===== src/rtl/mips_writeback_unit.sv =====
// rtl/mips_writeback_unit.sv - in-order write-back queue feeding the register file write port
module mips_writeback_unit #(
  parameter int DATA_WIDTH = 32,
  parameter int ADDR_WIDTH = 5,
  parameter int FIFO_DEPTH = 4
) (
  input  logic                          CLK,
  input  logic                          rst,
  input  logic                          mem_valid,
  input  logic [ADDR_WIDTH-1:0]         mem_dest,
  input  logic [DATA_WIDTH-1:0]         mem_data,
  output logic                          mem_ready,
  input  logic                          alu_valid,
  input  logic [ADDR_WIDTH-1:0]         alu_dest,
  input  logic [DATA_WIDTH-1:0]         alu_data,
  output logic                          alu_ready,
  output logic                          RegWrite,
  output logic [ADDR_WIDTH-1:0]         WriteAddress,
  output logic [DATA_WIDTH-1:0]         DataIn,
  output logic [2**ADDR_WIDTH-1:0]      pending,
  output logic [$clog2(FIFO_DEPTH):0]   fifo_count
);

  localparam int PW = $clog2(FIFO_DEPTH);
  localparam int CW = PW + 1;
  localparam int FW = CW + 1;

  logic [PW-1:0]         rd_ptr;
  logic [PW-1:0]         wr_ptr;
  logic [PW-1:0]         alu_slot;
  logic [FIFO_DEPTH-1:0] valid_q;
  logic [ADDR_WIDTH-1:0] dest_q [FIFO_DEPTH];
  logic [DATA_WIDTH-1:0] data_q [FIFO_DEPTH];
  logic [FW-1:0]         free;
  logic                  pop;
  logic                  mem_push;
  logic                  alu_push;
  logic [1:0]            n_push;

  // Pointers wrap modulo FIFO_DEPTH, which need not be a power of two.
  function automatic logic [PW-1:0] ptr_inc(input logic [PW-1:0] p);
    return (p == PW'(FIFO_DEPTH - 1)) ? '0 : p + 1'b1;
  endfunction

  // Free slots count the head as reusable because it always pops this edge.
  always_comb begin
    pop       = (fifo_count != '0);
    free      = FW'(FIFO_DEPTH) - {1'b0, fifo_count} + {{CW{1'b0}}, pop};
    mem_ready = !rst && (free >= FW'(1));
    alu_ready = !rst && (free >= FW'(2));
    // Writes to $0 complete the handshake but never enter the queue.
    mem_push  = mem_valid && mem_ready && (mem_dest != '0);
    alu_push  = alu_valid && alu_ready && (alu_dest != '0);
    // The load is older than the ALU op, so it takes the earlier slot.
    alu_slot  = mem_push ? ptr_inc(wr_ptr) : wr_ptr;
    n_push    = {1'b0, mem_push} + {1'b0, alu_push};
  end

  // Queue control: pointers, occupancy and per-slot valid flags.
  always_ff @(posedge CLK) begin
    if (rst) begin
      rd_ptr     <= '0;
      wr_ptr     <= '0;
      fifo_count <= '0;
      valid_q    <= '0;
    end else begin
      // A push into the slot popped this edge must win, so pushes come last.
      if (pop) begin
        valid_q[rd_ptr] <= 1'b0;
        rd_ptr          <= ptr_inc(rd_ptr);
      end
      if (mem_push) valid_q[wr_ptr]   <= 1'b1;
      if (alu_push) valid_q[alu_slot] <= 1'b1;
      if (alu_push) wr_ptr <= ptr_inc(alu_slot);
      else if (mem_push) wr_ptr <= ptr_inc(wr_ptr);
      fifo_count <= fifo_count + CW'(n_push) - CW'(pop);
    end
  end

  // Entry payload storage; pushes are already blocked while rst is high.
  always_ff @(posedge CLK) begin
    if (mem_push) begin
      dest_q[wr_ptr] <= mem_dest;
      data_q[wr_ptr] <= mem_data;
    end
    if (alu_push) begin
      dest_q[alu_slot] <= alu_dest;
      data_q[alu_slot] <= alu_data;
    end
  end

  // Write port comes straight from the head entry, zeroed when empty.
  always_comb begin
    RegWrite     = pop;
    WriteAddress = pop ? dest_q[rd_ptr] : '0;
    DataIn       = pop ? data_q[rd_ptr] : '0;
  end

  // Hazard bitmap: every live entry marks its destination register.
  always_comb begin
    pending = '0;
    for (int i = 0; i < FIFO_DEPTH; i++) begin
      if (valid_q[i]) pending[dest_q[i]] = 1'b1;
    end
  end

endmodule


===== config.mk =====
export PLATFORM = sky130hd
export DESIGN_NAME = mips_writeback_unit
export DESIGN_NICKNAME = d
export VERILOG_FILES = /design/src/rtl/mips_writeback_unit.sv
export SDC_FILE = /design/constraint.sdc
export NUM_CORES = 1
export LEC_CHECK = 0
export CAP_MARGIN = 20
export CELL_PAD_IN_SITES_DETAIL_PLACEMENT = 1
export CELL_PAD_IN_SITES_GLOBAL_PLACEMENT = 1
export CORE_MARGIN = 2
export CORE_UTILIZATION = 48
export CTS_CLUSTER_SIZE = 10
export DETAILED_ROUTE_END_ITERATION = 6
export PLACE_DENSITY_LB_ADDON = 0.1
export RECOVER_POWER = 50
export SLEW_MARGIN = 15
export SYNTH_ARGS = -nofsm -noshare
export SYNTH_HDL_FRONTEND = slang
export SYNTH_SLANG_ARGS = --single-unit

===== constraint.sdc =====
create_clock -name CLK -period 10 [get_ports CLK]
set_input_delay 1 -clock CLK [delete_from_list [all_inputs] [get_ports CLK]]
set_output_delay 1 -clock CLK [all_outputs]
set_load 0.05 [all_outputs]

# Yosys cells after proc, flatten, opt, wreduce, memory -nomap -nowiden
# Memories as Yosys holds them, arrays and structs flattened. A register that Yosys moved wholly into a read port is not among the register bits.
# Cells that the tools add are included.
[classes]
bitwise_logic = 7
n_eq_ne = 3
order_cmp = 16
reduce_logical = 17
mux = 38
addsub = 8
[op_table]
columns = ["op", "count"]
rows = [
  ["$mux W32", 5],
  ["$or A32 B32 Y32", 3],
  ["$lt A5 B6 Y1 const B", 4],
  ["$demux W1 S5", 4],
  ["$ge A5 B1 Y1 const B", 4],
  ["$mux W4", 5],
  ["$mux W2", 9],
  ["$logic_and A1 B1 Y1", 13],
  ["$mux W1", 11],
  ["$reduce_bool A5 Y1", 2],
  ["$lt A2 B3 Y1 const B", 3],
  ["$or A4 B4 Y4", 2],
  ["$add A2 B1 Y2 const B", 3],
  ["$demux W1 S2", 3],
  ["$eq A2 B2 Y1 const B", 3],
  ["$ge A2 B1 Y1 const B", 3],
  ["$mux W5", 1],
  ["$add A4 B1 Y4", 1],
  ["$and A4 B4 Y4", 1],
  ["$ge A4 B1 Y1 const B", 1],
  ["$ge A4 B2 Y1 const B", 1],
  ["$not A4 Y4", 1],
  ["$sub A3 B3 Y4 const A", 1],
  ["$add A3 B2 Y3", 1],
  ["4 further kinds", 4],
]
[totals]
in_bits = 78
ramBits = 148
mem_count = 2
output_inout_bits = 75
elab_cells = 95
regBits = 11
[mem_list]
columns = ["name", "words", "width", "read_ports", "rd_ports_with_merged_regs", "wr", "line", "source"]
rows = [
  ["data_q", 4, 32, 1, 1, 2, "33", "logic [DATA_WIDTH-1:0] data_q [FIFO_DEPTH];"],
  ["dest_q", 4, 5, 5, 1, 2, "32", "logic [ADDR_WIDTH-1:0] dest_q [FIFO_DEPTH];"],
]

# Logic depth before layout (Yosys ltp)
[depth]
depth_word = 13
depth_mapped = 17

# Worst setup path before layout
# OpenSTA, ideal clock, no wires.
[synth_timing]
path_kind = "register -> register"
from = "register fifo_count[2]"
to = "memory data_q[0][0], enable pin"
t_required_ps = 9489
t_arrival_ps = 5115
path_stages_with_launch = 18
synth_period_minus_slack_ps = 5626
path_slack_ps = 4374
path_buffers = 4
path_cell_list = "dfxtp_1 > or3_1 > clkbuf_1 > inv_1 > ha_1 > inv_1 > ha_1 > inv_1 > a311oi_1 > and2_1 > buf_6 > a21o_1 > inv_1 > ha_1 > nand2_1 > buf_2 > buf_4 > nand2_1"
[synth_rtl]
columns = ["item", "line", "source"]
rows = [
  ["start, declared", "21", "output logic [$clog2(FIFO_DEPTH):0] fifo_count"],
  ["start signal, assigned", "76", "fifo_count <= fifo_count + CW'(n_push) - CW'(pop);"],
  ["end, declared", "33", ""],
]

==> results.json <==
{
  "grt_pass1_vias": 7234,
  "diodes": 0,
  "initial_core_util_pct": 48.8,
  "rows": 50,
  "critPathBufInv": 3,
  "pwr-share-seq_pct": 31.4,
  "p_leak_nw": 3.98,
  "htreeDepth": 4,
  "globalRoute.busiestLayer": "met2",
  "core_area_um2": 18700,
  "power_frac_comb_pct": 49.5,
  "cts_root_buffer": "clkbuf_16",
  "antenna_found_initial": 0,
  "async_reset_ff_share_pct": 0,
  "grt_pass1_wl_mm": 42.1,
  "antenna_left": 0,
  "cts_resized": 0,
  "drt_pass1_iterations": 7,
  "synth.avg_cell_area_um2": 14.0,
  "internal_power_w": 0.00193,
  "clockBufferDepth": 2,
  "ioPinCount": 153,
  "use_met3_pct": 4.49,
  "clk_latency_ns": 0.43,
  "timing.max_cap.violations": 2,
  "status": "finished, violations left",
  "critPathTopFamily": "buffers and inverters",
  "cp_cell_sequence": "or3_1 > inv_1 > ha_1 > inv_1 > ha_1 > nor4b_1 > a311oi_1 > and2_0 > a21oi_1 > ha_1 > nand2_2 > clkbuf_1 > mux2_2",
  "synth_cell_types": 40,
  "grt_max_degree": 46,
  "slowest_stage": "clkbuf_1",
  "drv_slew": 85,
  "rsz0062_at_grt": "false",
  "violations": "capacitance limit, slew limit",
  "fill_cells": 1769,
  "synth_area_leaders": "edfxtp_1 49%, mux2_2 18%, mux4_2 9.1%, dfxtp_1 2.9%, and2_1 2.6%",
  "skew_ns": 0.0149,
  "cts_tree": "done",
  "synth-seq-area-share_pct": 51.5,
  "wirelength_mm": 27.4,
  "synth_common_cells": "148 x edfxtp_1, 148 x mux2_2, 42 x nand2_1",
  "synth_edf_count": 148,
  "setup-tns-final_ns": 0,
  "die_h_um": 142,
  "setup_viol": 0,
  "route.detailed.wl_per_inst_um": 26.3,
  "relSlewSlack_pct": -87.0,
  "hp-class": "reg -> reg",
  "path_max_fanout": 45,
  "vias": 6525,
  "synthCells": 653,
  "numCtsBuffers": 17,
  "ys_ff_latch": 161,
  "drive_gt1_share_pct": 28.9,
  "gp_congestion": 0.840,
  "synth_fp_nets": 749,
  "post-synth-top-area-fraction_pct": 48.7,
  "hold_viol": 0,
  "power_frac_clock_pct": 19.1,
  "nets": 890,
  "cts_setup_buffers": 0,
  "ir_drop_v": 0.000148,
  "clock_sinks": 161,
  "worst_pin_slew_ns": 2.80,
  "grt.overflow.total": 0,
  "finalCritPeriodShare_pct": 68.9,
  "dieArea_um2": 20100,
  "worstSetupEndpointType": "flip-flop",
  "switchingPower_w": 0.00142,
  "dpl_cell_area_um2": 10900,
  "fmax_mhz": 145,
  "use_met1_pct": 34.7,
  "hpwl_mm": 16.8,
  "drc_errors": 0,
  "synthFlopType": "edfxtp_1",
  "p_sw_share_pct": 42.4,
  "crit_path_max_incr_delay_ns": 1.99,
  "cts.reportedPaths.clkPinSlew_ns": 0.07,
  "portBuffers": 152,
  "syn_to_final_growth_pct": 25.2,
  "worstPathArrival_ns": 7.05,
  "first_iter_violations": 565,
  "cp-start-kind": "flip-flop",
  "die_w_um": 142,
  "synth_top_area_cell": "edfxtp_1",
  "final_area_um2": 11400,
  "power_density_nw_per_um2": 293,
  "vias_per_cell": 6.27,
  "gr-usage-met2_pct": 49.5,
  "synth_area_um2": 9130,
  "post-route-min-period_ns": 6.89,
  "track_usage_pct": 27.9,
  "critPathMostFrequentCell": "ha_1",
  "worstPathRequired_ns": 10.16,
  "yosysWarnings": 0,
  "postCtsHoldBufs": 0,
  "critPathKind": "reg -> reg"
}
[cell usage in the layout, fill, tap and decap left out, types with 4 or more instances in the layout]
| master | n |
|---|---|
| mux4_2 | 37 |
| ha_1 | 16 |
| and3_1 | 5 |
| and3b_1 | 5 |
| a221o_1 | 13 |
| o221ai_1 | 7 |
| nor3_1 | 4 |
| clkinv_1 | 4 |
| nand3_1 | 4 |
| a21oi_1 | 18 |
| clkdlybuf4s50_1 | 79 |
| edfxtp_1 | 148 |
| dfxtp_1 | 11 |
| nor2_1 | 26 |
| nand2_1 | 36 |
| nand2_2 | 6 |
| o211ai_1 | 12 |
| a31oi_1 | 4 |
| inv_1 | 15 |
| nor3b_1 | 7 |
| a22oi_1 | 7 |
| o22ai_1 | 14 |
| clkinvlp_4 | 4 |
| nand3b_1 | 10 |
| and2_1 | 37 |
| mux2_2 | 148 |
| or3b_2 | 6 |
| clkbuf_16 | 17 |
| dlygate4sd3_1 | 73 |
[state kept, by name (all words and copies together), names as in the netlist, named ones only]
| name | count |
|---|---|
| data_q | 128 |
| fifo_count | 3 |
| wr_ptr | 2 |
| rd_ptr | 2 |
| valid_q | 4 |
| dest_q | 20 |
[final timing paths]
path	endpoint	from	slack, ns	depth (start not counted)
min reg2reg	valid_q[1]	valid_q[1]	0.54	2
max reg2reg	dest_q[1][2]	fifo_count[2]	3.11	13
min	valid_q[1]	valid_q[1]	0.54	2
max	dest_q[1][2]	fifo_count[2]	3.11	13
[cell families after synthesis]
logic type | share of synthesized area, %
mux | 27.5
flops | 51.5
fa+ha+maj | 2.63
xor+xnor | 0.0959
simple gates | 9.28
buf+inv | 2.62
compound gates | 6.30
[final cells by class]
class / instances / area, um^2 / share of cell area (%)
Clock inverter: 14 / 140 / 1.23
Multi-Input combinational cell: 440 / 4210 / 36.8
Tap cell: 234 / 293 / 2.56
Timing Repair Buffer: 159 / 1600 / 14.0
Clock buffer: 18 / 429 / 3.75
Sequential cell: 161 / 4710 / 41.2
Inverter: 15 / 56.3 / 0.493
[power by group through the flow]
stage                     clock network (W)  registers (W)  logic [W]
after floorplan                           0        0.00101    0.00118
after global placement                    0        0.00105    0.00165
after detailed placement                  0        0.00106    0.00169
after CTS                          0.000648        0.00105    0.00172
after global routing               0.000669        0.00107    0.00175
final                              0.000642        0.00105    0.00166
[metrics by stage]
step,setup WS [ns],total power (W),cells,util [%],hold slack [ns]
after floorplan,4.37,0.00219,653,-,0.479
after global placement,4.30,0.00270,1006,57.8,0.515
after detailed placement,4.06,0.00276,1008,58.1,0.528
after CTS,3.99,0.00342,1040,61.2,0.538
after global routing,2.62,0.00349,1041,61.1,0.581
final,3.11,0.00335,1041,61.1,0.538
[worst min-delay path: cells and delay by family, from the launching register on]
kind / cells / cell delay, ns
simple gates: 1 / 0.08
flops: 1 / 0.34
compound gates: 1 / 0.07
[metal layers]
layer / vias up / part of all wire (%)
met5: - / 0
met4: 0 / 1.7
met3: 43 / 4.9
met2: 268 / 53
met1: 3366 / 40
li1: 2848 / -
(Power assumes the default switching activity.)
